<file path="src/rtl/dac_seq_pkg.sv">
// Shared definitions for the DAC source sequencer: FSM state encoding,
// modulator source encodings and the default gain width.
package dac_seq_pkg;

    typedef enum logic [2:0] {
        ST_MUTED     = 3'd0,
        ST_FLUSH     = 3'd1,
        ST_RAMP_UP   = 3'd2,
        ST_RUN       = 3'd3,
        ST_RAMP_DOWN = 3'd4
    } state_e;

    localparam logic SRC_PCM = 1'b0;
    localparam logic SRC_DSD = 1'b1;

    localparam int GAIN_W_DEF = 16;

endpackage

</file>
<file path="src/rtl/dac_seq_sync.sv">
// Brings the asynchronous DSD-request pin into the clk_i domain.
// Optional build macro DAC_SEQ_DEBOUNCE_EN: the synchronised level must be
// stable for DEBOUNCE_CYCLES consecutive cycles before tgt_o follows it.
module dac_seq_sync #(
    parameter int UNUSED_W = 1
`ifdef DAC_SEQ_DEBOUNCE_EN
    , parameter int DEBOUNCE_CYCLES = 1024
`endif
) (
    input  logic                clk_i,
    input  logic                rst_ni,
    input  logic [UNUSED_W-1:0] dsd_req_i,
    output logic                tgt_o
);

    logic sync1_q;
    logic sync2_q;

    // Two-flop synchroniser on the raw pin level
    always_ff @(posedge clk_i or negedge rst_ni) begin
        if (!rst_ni) begin
            sync1_q <= 1'b0;
            sync2_q <= 1'b0;
        end else begin
            sync1_q <= dsd_req_i[0];
            sync2_q <= sync1_q;
        end
    end

`ifdef DAC_SEQ_DEBOUNCE_EN
    localparam int CNT_W = $clog2(DEBOUNCE_CYCLES + 1);

    logic             tgt_q;
    logic             tgt_d;
    logic [CNT_W-1:0] cnt_q;
    logic [CNT_W-1:0] cnt_d;

    // Count consecutive cycles the synchronised level differs from tgt
    always_comb begin
        tgt_d = tgt_q;
        cnt_d = cnt_q;
        if (sync2_q == tgt_q) begin
            cnt_d = {CNT_W{1'b0}};
        end else if (cnt_q == CNT_W'(DEBOUNCE_CYCLES - 1)) begin
            tgt_d = sync2_q;
            cnt_d = {CNT_W{1'b0}};
        end else begin
            cnt_d = cnt_q + CNT_W'(1);
        end
    end

    // Debounce state registers
    always_ff @(posedge clk_i or negedge rst_ni) begin
        if (!rst_ni) begin
            tgt_q <= 1'b0;
            cnt_q <= {CNT_W{1'b0}};
        end else begin
            tgt_q <= tgt_d;
            cnt_q <= cnt_d;
        end
    end

    assign tgt_o = tgt_q;
`else
    assign tgt_o = sync2_q;
`endif

endmodule

</file>
<file path="src/rtl/dac_src_sequencer.sv">
// Sigma-delta output path sequencer: picks PCM or DSD as modulator source
// and wraps every source change, mute request or clock loss in a soft-mute
// gain ramp (flush at zero gain, ramp up, run, ramp down).
// Optional build macro DAC_SEQ_DEBOUNCE_EN enables dsd_req debouncing.
module dac_src_sequencer
    import dac_seq_pkg::*;
#(
    parameter int GAIN_W         = GAIN_W_DEF,
    parameter int RAMP_STEP      = 64,
    parameter int FLUSH_SAMPLES  = 32,
    parameter int TIMEOUT_CYCLES = 4096
`ifdef DAC_SEQ_DEBOUNCE_EN
    , parameter int DEBOUNCE_CYCLES = 1024
`endif
) (
    input  logic              clk_i,
    input  logic              rst_ni,
    input  logic              sample_stb_i,
    input  logic              dsd_req_i,
    input  logic              mute_req_i,
    output logic              src_sel_o,
    output logic [GAIN_W-1:0] gain_o,
    output logic              dsm_rst_o,
    output logic              busy_o,
    output logic [2:0]        state_o,
    output logic              timeout_o
);

    localparam int                GW1      = GAIN_W + 1;
    localparam int                FL_W     = $clog2(FLUSH_SAMPLES + 1);
    localparam int                WD_W     = $clog2(TIMEOUT_CYCLES + 1);
    localparam logic [GAIN_W-1:0] GAIN_MAX = {GAIN_W{1'b1}};
    localparam logic [GAIN_W-1:0] STEP     = GAIN_W'(RAMP_STEP);

    state_e            state_q,     state_d;
    logic [GAIN_W-1:0] gain_q,      gain_d;
    logic              src_sel_q,   src_sel_d;
    logic              dsm_rst_q,   dsm_rst_d;
    logic              busy_q,      busy_d;
    logic              timeout_q,   timeout_d;
    logic [FL_W-1:0]   flush_cnt_q, flush_cnt_d;
    logic [WD_W-1:0]   wd_q,        wd_d;

    logic              tgt_s;
    logic [GW1-1:0]    gain_sum_s;
    logic [GAIN_W-1:0] gain_up_s;
    logic [GAIN_W-1:0] gain_dn_s;
    logic              req_drop_s;
    logic              timeout_evt_s;

    dac_seq_sync #(
        .UNUSED_W        (1)
`ifdef DAC_SEQ_DEBOUNCE_EN
        , .DEBOUNCE_CYCLES (DEBOUNCE_CYCLES)
`endif
    ) u_sync (
        .clk_i     (clk_i),
        .rst_ni    (rst_ni),
        .dsd_req_i (dsd_req_i),
        .tgt_o     (tgt_s)
    );

    // Saturating gain steps; the up-step is formed one bit wider so overflow is visible
    assign gain_sum_s = {1'b0, gain_q} + GW1'(RAMP_STEP);
    assign gain_up_s  = gain_sum_s[GAIN_W] ? GAIN_MAX : gain_sum_s[GAIN_W-1:0];
    assign gain_dn_s  = (gain_q < STEP) ? {GAIN_W{1'b0}} : (gain_q - STEP);

    // Leave the audible states when muting or when the requested source differs
    assign req_drop_s = mute_req_i | (tgt_s != src_sel_q);

    // A strobe in the same cycle as the last watchdog count suppresses the timeout
    assign timeout_evt_s = (wd_q == WD_W'(TIMEOUT_CYCLES - 1)) && !sample_stb_i
                           && (state_q != ST_MUTED);

    // Next-state logic for the sequencer, watchdog and flush counter
    always_comb begin
        state_d     = state_q;
        gain_d      = gain_q;
        src_sel_d   = src_sel_q;
        flush_cnt_d = flush_cnt_q;
        timeout_d   = 1'b0;

        if (sample_stb_i) begin
            wd_d = {WD_W{1'b0}};
        end else if (wd_q == WD_W'(TIMEOUT_CYCLES)) begin
            wd_d = wd_q;
        end else begin
            wd_d = wd_q + WD_W'(1);
        end

        if (timeout_evt_s) begin
            // Clock loss: cut gain at once rather than ramping without strobes
            state_d   = ST_MUTED;
            gain_d    = {GAIN_W{1'b0}};
            timeout_d = 1'b1;
        end else begin
            case (state_q)
                ST_MUTED: begin
                    gain_d = {GAIN_W{1'b0}};
                    if (sample_stb_i && !mute_req_i) begin
                        src_sel_d   = tgt_s;
                        flush_cnt_d = {FL_W{1'b0}};
                        state_d     = ST_FLUSH;
                    end else begin
                        state_d = ST_MUTED;
                    end
                end
                ST_FLUSH: begin
                    gain_d = {GAIN_W{1'b0}};
                    if (req_drop_s) begin
                        state_d = ST_MUTED;
                    end else if (sample_stb_i) begin
                        if (flush_cnt_q == FL_W'(FLUSH_SAMPLES - 1)) begin
                            flush_cnt_d = {FL_W{1'b0}};
                            state_d     = ST_RAMP_UP;
                        end else begin
                            flush_cnt_d = flush_cnt_q + FL_W'(1);
                        end
                    end else begin
                        flush_cnt_d = flush_cnt_q;
                    end
                end
                ST_RAMP_UP: begin
                    if (req_drop_s) begin
                        state_d = ST_RAMP_DOWN;
                    end else if (sample_stb_i) begin
                        gain_d = gain_up_s;
                        if (gain_up_s == GAIN_MAX) begin
                            state_d = ST_RUN;
                        end else begin
                            state_d = ST_RAMP_UP;
                        end
                    end else begin
                        state_d = ST_RAMP_UP;
                    end
                end
                ST_RUN: begin
                    gain_d = GAIN_MAX;
                    if (req_drop_s) begin
                        state_d = ST_RAMP_DOWN;
                    end else begin
                        state_d = ST_RUN;
                    end
                end
                ST_RAMP_DOWN: begin
                    if (!req_drop_s) begin
                        state_d = ST_RAMP_UP;
                    end else if (sample_stb_i) begin
                        gain_d = gain_dn_s;
                        if (gain_dn_s == {GAIN_W{1'b0}}) begin
                            state_d = ST_MUTED;
                        end else begin
                            state_d = ST_RAMP_DOWN;
                        end
                    end else begin
                        state_d = ST_RAMP_DOWN;
                    end
                end
                default: begin
                    state_d = ST_MUTED;
                    gain_d  = {GAIN_W{1'b0}};
                end
            endcase
        end

        dsm_rst_d = (state_d == ST_MUTED);
        busy_d    = (state_d == ST_FLUSH) || (state_d == ST_RAMP_UP) ||
                    (state_d == ST_RAMP_DOWN);
    end

    // Sequencer state and registered outputs
    always_ff @(posedge clk_i or negedge rst_ni) begin
        if (!rst_ni) begin
            state_q     <= ST_MUTED;
            gain_q      <= {GAIN_W{1'b0}};
            src_sel_q   <= SRC_PCM;
            dsm_rst_q   <= 1'b1;
            busy_q      <= 1'b0;
            timeout_q   <= 1'b0;
            flush_cnt_q <= {FL_W{1'b0}};
            wd_q        <= {WD_W{1'b0}};
        end else begin
            state_q     <= state_d;
            gain_q      <= gain_d;
            src_sel_q   <= src_sel_d;
            dsm_rst_q   <= dsm_rst_d;
            busy_q      <= busy_d;
            timeout_q   <= timeout_d;
            flush_cnt_q <= flush_cnt_d;
            wd_q        <= wd_d;
        end
    end

    assign src_sel_o = src_sel_q;
    assign gain_o    = gain_q;
    assign dsm_rst_o = dsm_rst_q;
    assign busy_o    = busy_q;
    assign state_o   = state_q;
    assign timeout_o = timeout_q;

endmodule

</file>
<file path="config.mk">
export PLATFORM = sky130hd
export DESIGN_NAME = dac_src_sequencer
export DESIGN_NICKNAME = d
export VERILOG_FILES = /design/src/rtl/dac_seq_pkg.sv /design/src/rtl/dac_seq_sync.sv /design/src/rtl/dac_src_sequencer.sv
export SDC_FILE = /design/constraint.sdc
export NUM_CORES = 1
export LEC_CHECK = 0
export ABC_AREA = 1
export CORE_MARGIN = 3
export CORE_UTILIZATION = 55
export CTS_BUF_LIST = sky130_fd_sc_hd__clkbuf_8
export CTS_CLUSTER_DIAMETER = 150
export CTS_CLUSTER_SIZE = 16
export DETAILED_ROUTE_END_ITERATION = 8
export GPL_TIMING_DRIVEN = 0
export MAX_ROUTING_LAYER = met4
export PLACE_DENSITY = 0.78
export SYNTH_ARGS = -nofsm -noshare
export SYNTH_HDL_FRONTEND = slang
export SYNTH_HIERARCHICAL = 1
export SYNTH_SLANG_ARGS = --single-unit
</file>
<file path="constraint.sdc">
create_clock -name clk_i -period 2.72 [get_ports clk_i]
set_clock_uncertainty 0.05 [all_clocks]
set_input_delay 0.408 -clock clk_i [delete_from_list [all_inputs] [get_ports clk_i]]
set_output_delay 0.408 -clock clk_i [all_outputs]
set_load 0.02 [all_outputs]
</file>
Word level (Yosys, flattened, before mapping)
Index checks and enable logic that the tools add are counted.
Widths: inputs -> output; s select.
{ "classes": {"n_addsub": 4, "multipliers": 0, "div_mod_pow": 0, "order_cmp": 1, "eq_ne": 20, "shift": 0, "muxes": 29, "bitwise": 2, "reduce_logical": 15} }
{ "ops": {"columns": ["cell", "n"], "rows": [
  ["$mux 16", 7],
  ["$pmux 16 s3", 1],
  ["$mux 3", 10],
  ["$mux 13", 2],
  ["$mux 6", 4],
  ["$add 16x7->17 const B", 1],
  ["$eq 16x16->1 const B", 1],
  ["$logic_not 16->1", 1],
  ["$lt 16x7->1 const B", 1],
  ["$sub 16x7->16 const B", 1],
  ["$pmux 3 s5", 1],
  ["$add 13x1->13 const B", 1],
  ["$eq 13x12->1 const B", 1],
  ["$eq 13x13->1 const B", 1],
  ["$ne 3x3->1 const B", 4],
  ["$pmux 6 s2", 1],
  ["$eq 3x2->1 const B", 3],
  ["$ne 2x2->1 const B", 4],
  ["$add 6x1->6 const B", 1],
  ["$eq 3x1->1 const B", 2],
  ["$eq 3x3->1 const B", 2],
  ["$eq 6x5->1 const B", 1],
  ["$logic_not 3->1", 2],
  ["$reduce_and 5->1", 1],
  ["11 further kinds", 17]
]} }
{ "word_totals": {"reg_bits": 44, "latch_bits": 0, "ramBits": 0, "romBits": 0, "input_bits": 5, "out_inout_bits": 23, "wordCells": 81, "n_memories": 0} }

Logic depth before layout (Yosys ltp)
Gate-level depths: netlist (run 1).
{ "logic_depth": {"ltp_word": 11, "depth_mapped": 15, "mapped_depth_nobuf": 15} }

By module
Netlist (run 1), hierarchy kept.
{ "by_module_without_submodules": {"columns": ["mod", "instances", "cells_each", "area_each_um2", "seq_area_each_um2"], "rows": [
  ["dac_src_sequencer", 1, 399, 2851.5, 1052.3],
  ["dac_seq_sync", 1, 2, 50.0, 50.0]
]} }

Least setup slack after synthesis (run 1)
Ideal clock, no wire load.
{ "synth_timing": {"kind": "register to register", "startpoint": "reg gain_q[6], in the netlist gain_o[6]", "endpoint": "reg dsm_rst_q, in the netlist dsm_rst_o", "setup_time_ps": 78, "t_arrival_ps": 1897, "t_required_ps": 2592, "path_slack_ps": 695, "path_stages_with_launch": 16, "path_buffers": 1, "synth_period_minus_slack_ps": 2025, "path_cell_list": "dfrtp_1 -> ha_1 -> nand2_1 -> nor2_4 -> nand3_4 -> buf_6 -> o21ai_2 -> nand2_1 -> nor2_1 -> nand2_1 -> o21bai_1 -> nand2_1 -> nand2_2 -> nand2_2 -> nand2_1 -> nor2_1"} }
{ "synth_via": {"elab_chain_len": 9, "elab_cells_between_ends": 16, "classes_between": "add/sub (2); order compare (1); eq/ne (1); mux (10); reduce/logical (2)"} }
{ "synth_rtl": {"columns": ["element", "line_no", "rtl"], "rows": [
  ["start: declaration", "dac_src_sequencer.sv:36", "logic [GAIN_W-1:0] gain_q, gain_d;"],
  ["start signal: assignment", "dac_src_sequencer.sv:175", "gain_q <= {GAIN_W{1'b0}};"],
  ["start signal: assignment", "dac_src_sequencer.sv:184", "gain_q <= gain_d;"],
  ["$add 16x7->17, or another cell as far along", "dac_src_sequencer.sv:64", "assign gain_sum_s = {1'b0, gain_q} + GW1'(RAMP_STEP);"],
  ["$mux 16, on equally long branches", "dac_src_sequencer.sv:65, dac_src_sequencer.sv:66", null],
  ["$eq 16x16->1 or $logic_not 16->1 (tied branches)", "dac_src_sequencer.sv:128, dac_src_sequencer.sv:150", null],
  ["$mux 1 or $mux 3 (tied branches)", "dac_src_sequencer.sv:128, dac_src_sequencer.sv:150", null],
  ["$mux 3, on equally long branches", "dac_src_sequencer.sv:126, dac_src_sequencer.sv:148", null],
  ["$mux 3, on equally long branches", "dac_src_sequencer.sv:124, dac_src_sequencer.sv:146", null],
  ["$pmux 3 s5 *", "dac_src_sequencer.sv:97", "case (state_q)"],
  ["$mux 3 *", "dac_src_sequencer.sv:91", "if (timeout_evt_s) begin"],
  ["$logic_not 3->1 *", "dac_src_sequencer.sv:166", "dsm_rst_d = (state_d == ST_MUTED);"],
  ["net dsm_rst_d", "dac_src_sequencer.sv:38", "logic dsm_rst_q, dsm_rst_d;"],
  ["end signal: assignment", "dac_src_sequencer.sv:186", "dsm_rst_q <= dsm_rst_d;"],
  ["end: declaration", "dac_src_sequencer.sv:38", null]
]} }
Mark *: on every way through the listed nets, which the timed path passes. The rest lies on a longest branch.
A chain may end at the register's enable or synchronous reset.

Worst setup path in the final report (run 1)
{ "layout_timing": {"startpoint": "reg gain_q[6], in the netlist gain_o[6]", "endpoint": "reg busy_q, in the netlist busy_o"} }
{ "layout_via": {"elab_chain_len": 11, "elab_cells_between_ends": 20, "classes_between": "add/sub (2); order compare (1); eq/ne (4); mux (10); reduce/logical (3)"} }
{ "layout_rtl": {"columns": ["element", "line_no", "rtl"], "rows": [
  ["$add 16x7->17, or another cell as far along", "dac_src_sequencer.sv:64", null],
  ["$mux 16, on equally long branches", "dac_src_sequencer.sv:65, dac_src_sequencer.sv:66", null],
  ["$eq 16x16->1 or $logic_not 16->1 (tied branches)", "dac_src_sequencer.sv:128, dac_src_sequencer.sv:150", null],
  ["$mux 1 or $mux 3 (tied branches)", "dac_src_sequencer.sv:128, dac_src_sequencer.sv:150", null],
  ["$mux 3, on equally long branches", "dac_src_sequencer.sv:126, dac_src_sequencer.sv:148", null],
  ["$mux 3, on equally long branches", "dac_src_sequencer.sv:124, dac_src_sequencer.sv:146", null],
  ["$pmux 3 s5 *", "dac_src_sequencer.sv:97", null],
  ["$mux 3 *", "dac_src_sequencer.sv:91", null],
  ["$eq 3x1->1 or $eq 3x2->1 (tied branches)", "dac_src_sequencer.sv:167", "busy_d = (state_d == ST_FLUSH) || (state_d == ST_RAMP_UP) ||"],
  ["$logic_or 1x1->1", "dac_src_sequencer.sv:167", null],
  ["$logic_or 1x1->1 *", "dac_src_sequencer.sv:167", null],
  ["net busy_d", "dac_src_sequencer.sv:39", "logic busy_q, busy_d;"],
  ["end signal: assignment", "dac_src_sequencer.sv:187", "busy_q <= busy_d;"],
  ["end: declaration", "dac_src_sequencer.sv:39", null]
]} }
Marks and branches as above.

==> flow_metrics.py, run 1 <==
metrics = {
    "logic_synthesis": {
        "async_flop_share_pct": 100.0,
        "synth-seq-cells": 44,
        "synth_edf_count": 0,
        "netlist_instances": 401,
        "avgSynthCellArea_sq_um": 7.236,
        "syn-num-nets": 411,
        "yosysUniqueCellTypes": 36,
        "synth_flop_cell": "dfrtp_1",
        "yosysSeqAreaShare_pct": 37.99,
        "yosys-top-cells-area": "dfrtp_1 37%, nand2_1 10%, inv_1 6.5%",
        "ys_warn_count": 6,
        "synth_top_area_share_pct": 37.08,
        "yosysTopAreaCell": "dfrtp_1",
        "synth_area_sq_um": 2902,
    },
    "global_routing": {
        "grt_max_degree": 26,
        "grt_pass1_wl_mm": 12.06,
        "grt_pass1_vias": 2712,
        "grtUsageTotal_pct": 24.88,
        "gr-total-overflow": 0,
        "antenna_found_initial": 0,
    },
    "clocking": {
        "cts_hold_buffers": 0,
        "cts_buffers": 5,
        "post-cts-setup-buffers": 0,
        "clk_pin_slew_ns": 0.08,
        "cts_tree": "done",
        "clk_path_buf_depth": 2,
        "clk-insertion-delay-late_ns": 0.30,
        "cts.sinks": 44,
        "cts_max_level": 2,
        "cts_root_buf": "clkbuf_8",
        "cts_resized": 0,
    },
    "worst_setup_path": {
        "cp_max_fo": 10,
        "worstReg2RegEnd": "busy_o",
        "end_kind": "register",
        "start_kind": "register",
        "critical_path_class": "reg -> reg",
        "rrSetupSlack_ns": 0.40,
        "required_ns": 2.84,
        "cp.arrival_ns": 2.44,
        "r2r_cells": 12,
        "regToRegStartpoint": "gain_o[6]",
    },
    "timing": {
        "hold_viol_final": 0,
        "finalSetupViolations": 0,
        "slew_viol_final": 0,
        "grt_setup_unrepaired": "no",
        "worst_slack_ns": 0.4003,
        "slew-limit-headroom_pct": 48.99,
        "finalCritPeriodShare_pct": 85.28,
        "fmax_mhz": 431.1,
        "fin_crit_ns": 2.320,
        "worst_pin_slew_ns": 0.7623,
        "fin_tns_setup_ns": 0,
    },
    "drt": {
        "drt_drc_violations_left": 0,
        "wl_mm": 6.908,
        "wl_per_cell_microns": 13.73,
        "dr.pass1.iters": 5,
        "vias_per_cell": 5.535,
        "ant_nets": 0,
        "drt_iter0_drc": 250,
        "vias": 2784,
    },
    "power_and_ir_drop": {
        "peakVddDrop_mv": 0.3708,
        "power.leakage_uw": 0.001469,
        "pwr_density_cell_nw_per_um2": 372.5,
    },
    "min_path": {
        "hold_class": "in -> async",
    },
    "cells_and_area": {
        "final-seq-area_sq_um": 1102,
        "area_growth_pct": 15.74,
        "final_cell_mix": "80 x nand2_1, 52 x inv_1, 43 x dfrtp_1, 42 x nor2_1, 30 x nand3_1",
        "stdcell_count": 503,
        "fillers": 432,
        "multi_input_area_sq_um": 1514,
        "diodes": 0,
        "nets": 445,
        "layout-drive-gt1-share_pct": 9.862,
        "layout_commonest_cell": "nand2_1",
    },
    "placement": {
        "gp_congestion": 0.9408,
        "dp_cells": 495,
        "portBuffers": 26,
        "place_ws_ns": 0.4266,
        "dp_hpwl_mm": 5.211,
    },
    "floorplan": {
        "io_pins": 28,
        "die_h_microns": 78.63,
        "start_util_pct": 59.08,
        "rows": 25,
        "dieArea_sq_um": 6183,
        "die_x_microns": 78.63,
        "core_area_sq_um": 4911,
    },
    "job": {
        "cap_viol_max_count": 0,
    },
    "outcome": {
        "run_status": "complete, no violations",
    },
}
==> per-stage QoR <==
step                hold slack, ns  cell area [sq um]  power (uW)  utilization, %
floorplan                  0.06241               2902       788.6               -
CTS                        0.03688               3358        1270           68.38
finish                     0.02860               3358        1251           68.38
detailed placement          0.2943               3268       849.8           66.55
global route               0.05305               3358        1322           68.38
global placement            0.2877               3246       842.6           66.09
==> critical path, cell delays in order, from the launching register on <==
cell and delay [ns]:
dfrtp_1 0.48, inv_1 0.15, ha_1 0.26, nand4_2 0.16
inv_2 0.12, nand3_2 0.14, buf_6 0.18, nand2_1 0.10
nand4_1 0.11, inv_1 0.07, nand3_1 0.10, o21bai_1 0.17
nand3_1 0.10
==> registers in the layout, indices dropped and copies added (netlist names) <==
| register | count |
|---|---|
| wd_q | 13 |
| flush_cnt_q | 6 |
| timeout_o | 1 |
| state_o | 3 |
| u_sync/sync1_q | 1 |
| busy_o | 1 |
| u_sync/tgt_o | 1 |
| gain_o | 16 |
| src_sel_o | 1 |
| dsm_rst_o | 1 |
==> worst max path at each step <==
stage / to / start / cells past startpoint / slack, ns
detailed placement: busy_o / gain_o[6] / 12 / 0.43
global route: dsm_rst_o / gain_o[6] / 13 / 0.16
finish: busy_o / gain_o[6] / 12 / 0.40
global placement: gain_o[11] / rst_ni / 1 / 0.03
CTS: busy_o / gain_o[6] / 12 / 0.40
floorplan: dsm_rst_o / gain_o[6] / 15 / 0.69
==> logic make-up (layout without fill, tap and decap cells) <==
kind of cell             after synthesis  after routing  share of synthesized area, %
adder cells (fa/ha/maj)                5              5                         2.156
flip-flops                            44             44                         37.99
AO/OA/AOI/OAI                         86             86                         16.90
buffers and inverters                 67            102                         9.832
AND/OR/NAND/NOR                      192            192                         31.00
XOR/XNOR                               7              7                         2.113
==> power breakdown <==
group          switching [uW]  internal [uW]
registers                18.1            677
clock network             215            200
logic                    88.4           52.5
==> Yosys cell counts, types with 3 or more instances <==
library cell / count
ha_1: 5
nor2_2: 3
nand2_2: 6
buf_4: 3
nand4_1: 5
nand3_1: 30
nor2_4: 3
nor3_1: 12
xor2_1: 5
clkbuf_1: 3
inv_2: 6
buf_6: 3
dfrtp_1: 43
a21oi_1: 27
o21ai_0: 23
o21a_1: 3
inv_1: 50
o21bai_1: 3
nor4_1: 3
nand2_1: 80
nor2_1: 42
o22ai_1: 24
==> metal layers <==
layer | wire, microns | vias to the layer above | part of all wire [%] | track usage (%)
met3 | 264 | 11 | 3.8 | 3.899
met2 | 3336 | 86 | 48 | 40.15
met1 | 3203 | 1275 | 46 | 32.13
met5 | 0 | - | 0 | -
li1 | - | 1412 | - | -
met4 | 103 | 0 | 1.5 | 8.217
==> layout make-up <==
type,count,area share [%]
sequential,44,32.82
clock buffer,6,2.459
timing repair buffer,27,8.420
tap,67,2.496
buffer,9,2.012
inverter,58,6.483
clock inverter,2,0.2235
multi-input combinational,290,45.08
Power figures use the tool's default switching activity.
==> run 2, diff against run 1 <==
CORE_UTILIZATION = 50   (was 55)
CTS_CLUSTER_DIAMETER = 50   (was 150)
PLACE_DENSITY = 0.72   (was 0.78)
==> flow_metrics.py, run 2 (synthesis gave the netlist of run 1 again) <==
metrics = {
    "clocking": {
        "clk-insertion-delay-late_ns": 0.30,
        "cts_buffers": 5,
        "cts_root_buf": "clkbuf_8",
        "clk_path_buf_depth": 2,
        "post-cts-setup-buffers": 0,
        "cts_max_level": 2,
        "cts_resized": 0,
        "clk_pin_slew_ns": 0.09,
        "cts_tree": "done",
        "cts.sinks": 44,
    },
    "floorplan": {
        "dieArea_sq_um": 6753,
        "die_x_microns": 82.18,
        "rows": 27,
        "start_util_pct": 52.05,
        "core_area_sq_um": 5574,
        "die_h_microns": 82.18,
        "io_pins": 28,
    },
    "power_and_ir_drop": {
        "p_int_uw": 998.7,
        "combPwrFrac_pct": 10.6,
        "pwr_density_cell_nw_per_um2": 396.2,
        "peakVddDrop_mv": 0.3640,
        "clock_power_share_pct": 37.5,
        "switching_share_pct": 25.53,
        "switchingPower_uw": 342.3,
        "seqPwrFrac_pct": 51.9,
        "power.leakage_uw": 0.001476,
    },
    "job": {
        "cap_viol_max_count": 0,
    },
    "cells_and_area": {
        "largest_register_ffs": 16,
        "stdcell_count": 509,
        "layout_commonest_cell": "nand2_1",
        "nets": 446,
        "area_growth_pct": 16.65,
        "final_util_pct": 60.72,
        "layout-drive-gt1-share_pct": 10.07,
        "final_cell_mix": "80 x nand2_1, 51 x inv_1, 43 x dfrtp_1, 42 x nor2_1, 30 x nand3_1",
        "diodes": 0,
    },
    "drt": {
        "vias_per_cell": 5.458,
        "wl_per_cell_microns": 13.50,
        "drt_drc_violations_left": 0,
        "wl_mm": 6.871,
        "drt_iter0_drc": 197,
        "ant_nets": 0,
        "vias": 2778,
        "dr.pass1.iters": 5,
    },
    "worst_setup_path": {
        "start_kind": "register",
        "slowest_stage": "dfrtp_1",
        "regToRegStartpoint": "gain_o[6]",
        "cp_max_fo": 10,
        "path_cells": "inv_1 > ha_1 > nand4_2 > inv_2 > nand3_2 > buf_6 > nand2_1 > nor3b_2 > nand3_1 > o21bai_1 > nand3_1",
        "cpPeakStageDelay_ns": 0.47,
        "crit_top_cell": "nand3_1",
        "critical_path_class": "reg -> reg",
        "cp.arrival_ns": 2.47,
        "rrSetupSlack_ns": 0.37,
        "required_ns": 2.85,
        "cp-startpoint": "gain_o[6]",
        "end_kind": "register",
    },
    "timing": {
        "slew-limit-headroom_pct": 48.36,
        "slew_viol_final": 0,
        "worst_pin_slew_ns": 0.7718,
        "grt_setup_unrepaired": "no",
        "hold_slack_ns": 0.3075,
        "finalCritPeriodShare_pct": 86.33,
        "fin_crit_ns": 2.348,
        "fmax_mhz": 425.9,
        "hold_viol_final": 0,
        "finalSetupViolations": 0,
    },
    "global_routing": {
        "grt_pass1_vias": 2564,
        "grt_pass1_wl_mm": 11.74,
        "grt_max_degree": 31,
        "grtUsageTotal_pct": 22.96,
        "antenna_found_initial": 0,
        "gr-total-overflow": 0,
    },
    "placement": {
        "dp_hpwl_mm": 5.168,
        "portBuffers": 26,
        "gp_congestion": 0.9543,
        "dp_cells": 500,
    },
    "outcome": {
        "run_status": "complete, no violations",
    },
    "min_path": {
        "worstHoldStart": "u_sync/sync1_q",
        "hold_class": "reg -> reg",
    },
}
==> run 2: per-layer routing <==
layer	vias to the layer above	global-route usage (%)	part of all wire, %
li1	1410	-	-
met1	1281	30.57	46
met2	77	36.43	48
met3	10	3.145	4.6
met4	0	7.309	1.1
met5	-	-	0
==> run 2: per-stage QoR <==
stage | setup WS [ns] | power (uW) | TNS (ns) | area (sq um)
after global placement | -0.08181 | 843.9 | -3.379 | 3252
after detailed placement | 0.4001 | 851.8 | 0 | 3267
after global routing | 0.1598 | 1396 | 0 | 3385
after floorplan | 0.6949 | 788.6 | 0 | 2902
final | 0.3718 | 1341 | 0 | 3385
after CTS | 0.3664 | 1350 | 0 | 3385
==> run 2: area by class of cell <==
cell class                      count  area [sq um]
Fill cell                         492          2190
Multi-Input combinational cell    290          1514
Sequential cell                    44          1102
Timing Repair Buffer               28         285.3
Inverter                           58         217.7
Tap cell                           72         90.09
Clock buffer                        5         68.82
Buffer                              9         67.56
Clock inverter                      3         38.79
==> run 2: repair_timing <==
item	CTS	global route
endpoints found under the setup margin	0	0
hold buffers	1	0
endpoints found under the hold margin	14	0
==> run 2: final timing paths <==
| path | end | cells past startpoint |
|---|---|---|
| worst max-delay path | busy_o | 11 |
| worst min-delay path | u_sync/tgt_o | 0 |
| min in group asynchronous | gain_o[12] | 2 |
| worst max register to register | busy_o | 11 |
| worst min register to register | u_sync/tgt_o | 0 |
| max in group asynchronous | dsm_rst_o | 3 |
==> run 2: critical path, delay by kind of cell (launching register included) <==
kind	cells	cell delay, ns
AO/OA/AOI/OAI	1	0.17
adder cells (fa/ha/maj)	1	0.26
buffers and inverters	3	0.46
flip-flops	1	0.47
AND/OR/NAND/NOR	6	0.80
==> run 2: power groups by stage <==
stage | Clock, uW | Sequential (uW) | Combinational [uW]
final | 503 | 695 | 143
after global routing | 533 | 700 | 164
after CTS | 510 | 696 | 144
after detailed placement | 0 | 709 | 143
after global placement | 0 | 707 | 137
after floorplan | 0 | 718 | 70.8
==> variant, RTL diff (settings of run 1) <==
Put one more register stage on the output `timeout_o`, with the module's reset. The value now appears one clock later. The other outputs are not delayed to match.
--- a/src/rtl/dac_src_sequencer.sv
+++ b/src/rtl/dac_src_sequencer.sv
@@ -198,3 +198,9 @@
     assign state_o   = state_q;
-    assign timeout_o = timeout_q;
+    always_ff @(posedge clk_i or negedge rst_ni) begin
+        if (!rst_ni) begin
+            timeout_o <= '0;
+        end else begin
+            timeout_o <= timeout_q;
+        end
+    end
 
Behaviour: no difference found for any inputs over 10 cycles, from zero or initial values and one cycle with rst_ni low; that may be too few to reach the edited logic, so the function may still have changed.
==> variant against run 1 <==
Hold slack improved by 280 ps; combinational power about the same; wire length about the same; sequential cell count increased by 1; final area increased by 1.7%; die area increased by 0.80%; area after synthesis increased by 0.86%; total power increased by 11%; worst setup slack got worse by 72 ps; critical path type unchanged; critical endpoint unchanged; largest power group unchanged.
==> variant: results (changes against run 1) <==
Worst-Margin Slew -> 682 ps (was 762 ps)
DP Cell Count -> 496 (was 495)
gpl congestion -> 0.932 (was 0.941)
ranking of synthesized cells by area -> dfrtp_1 (38%), nand2_1 (10%), inv_1 (6.4%), nor2_1 (5.4%), nand3_1 (5.1%) (was dfrtp_1 (37%), nand2_1 (10%), inv_1 (6.5%), nor2_1 (5.4%), nand3_1 (5.2%))
Seq/Total Area, Yosys -> 0.385 (was 0.380)
worst min path class -> reg -> reg (was in -> async)
Post-Syn Instances -> 402 (was 401)
outcome -> finished clean (unchanged)
R2R cell count -> 12 (unchanged)
fin cells -> 505 (was 503)
antenna violations before repair -> 0 (unchanged)
remaining antenna violation count -> 0 (unchanged)
hold path endpoint -> u_sync/tgt_o
Slowest-stage cell, CP -> dfrtp_1 (unchanged)
worst slack at placement -> 383 ps (was 427 ps)
CP Launch Point -> gain_o[6] (unchanged)
ratio of cells with drive above 1 in the final layout -> 0.103 (was 0.0986)
global-route wire length before repair -> 12.2 mm (was 12.1 mm)
MaxCap Viol Count -> 0 (unchanged)
Hold Crit Depth -> 0
DPL Wire Length -> 5.21 mm (about the same)
vias per cell -> 5.45 (was 5.53)
H-Tree Depth -> 2 (unchanged)
total CTS buffers -> 5 (unchanged)
synth unique cells -> 36 (unchanged)
final worst slack -> 329 ps (was 400 ps)
vias in the first global route -> 2700 (was 2712)
Antenna diodes -> 0 (unchanged)
Filler cells -> 459 (was 432)
crit-path max FO -> 10 (unchanged)
Worst VDD drop -> 387 uV (was 371 uV)
slowest cell delay on critical path -> 480 ps (about the same)
largest net degree at the start of global routing -> 32 (was 26)
Cell Int Power -> 1.04 mW (was 930 uW)
top cells by count, synth -> nand2_1 (80), inv_1 (50), dfrtp_1 (44), nor2_1 (42), nand3_1 (30) (was nand2_1 (80), inv_1 (50), dfrtp_1 (43), nor2_1 (42), nand3_1 (30))
Port Buffers -> 26 (unchanged)
P_leak -> 1.49 nW (was 1.47 nW)
Synth async-reset ratio -> 1.00 (unchanged)
worst skew pair latency -> 300 ps (about the same)
router iterations before antenna repair -> 4 (was 5)
Syn Nets -> 412 (was 411)
Top Family by Delay on Critical Path -> simple AND/OR/NAND/NOR gates (unchanged)
Total GRT Usage -> 0.252 (was 0.249)
Starting DRT DRC Count -> 206 (was 250)
Layout Nets -> 447 (was 445)
Worst-path clk slew -> 90 ps
Yosys Warn Count -> 6 (unchanged)
Avg WL per Cell -> 13.7 um (about the same)
clk buf depth -> 2 (unchanged)
variant: cell type report:
type	instances	area, um^2	area share
flip-flops and latches	45	1130	0.330
well taps	67	83.8	0.0245
multi-input cells	290	1510	0.443
clock inverters	2	37.5	0.0110
clock buffers	6	82.6	0.0242
plain buffers	9	67.6	0.0198
repair buffers	28	285	0.0835
inverters	58	218	0.0637
variant: power by group through the flow:
stage	clock network (mW)	registers [mW]	logic (mW)
after floorplan	0	0.733	0.0708
after global placement	0	0.722	0.136
after detailed placement	0	0.723	0.141
after CTS	0.542	0.710	0.143
after global routing	0.566	0.715	0.161
final	0.532	0.710	0.141
variant: stage by stage:
step	util	power, mW	hold slack, ps	instance area, um^2	TNS (ps)
after global routing	0.691	1.44	324	3420	0
after global placement	0.662	0.858	291	3270	-18.0
after floorplan	-	0.804	62.4	2930	0
after CTS	0.691	1.39	316	3420	0
after detailed placement	0.665	0.863	290	3290	0
final	0.691	1.38	313	3420	0
variant: cell families (layout without fill, tap and decap cells):
kind of cell	count (synthesis)	in the layout	share of synthesized area
and+or+nand+nor	192	192	0.307
AOI/OAI and AO/OA	86	86	0.168
buffers and inverters	67	103	0.0975
DFF	45	45	0.385
xor gates and xnor gates	7	7	0.0209
adders and majority gates	5	5	0.0214
variant: what timing repair did:
item                                    CTS  global route
endpoints found under the setup margin    0             0
setup buffers                             0             0
resized for setup                         0             0
hold buffers                              1             0
endpoints found under the hold margin    14             0
variant: metal layers:
metal  vias to the layer above  wire length (um)  track usage
met5                         -                 0            -
met4                         0                65       0.0756
met3                         6               340       0.0408
met2                        72              3370        0.419
met1                      1266              3140        0.321
li1                       1409                 -            -
variant: worst reg2reg max path, delay by kind of cell, from the launching register on:
family	cells	cell delay, ps
buf+inv	4	540
compound gates	1	190
flops	1	480
simple gates	6	750
fa+ha+maj	1	260
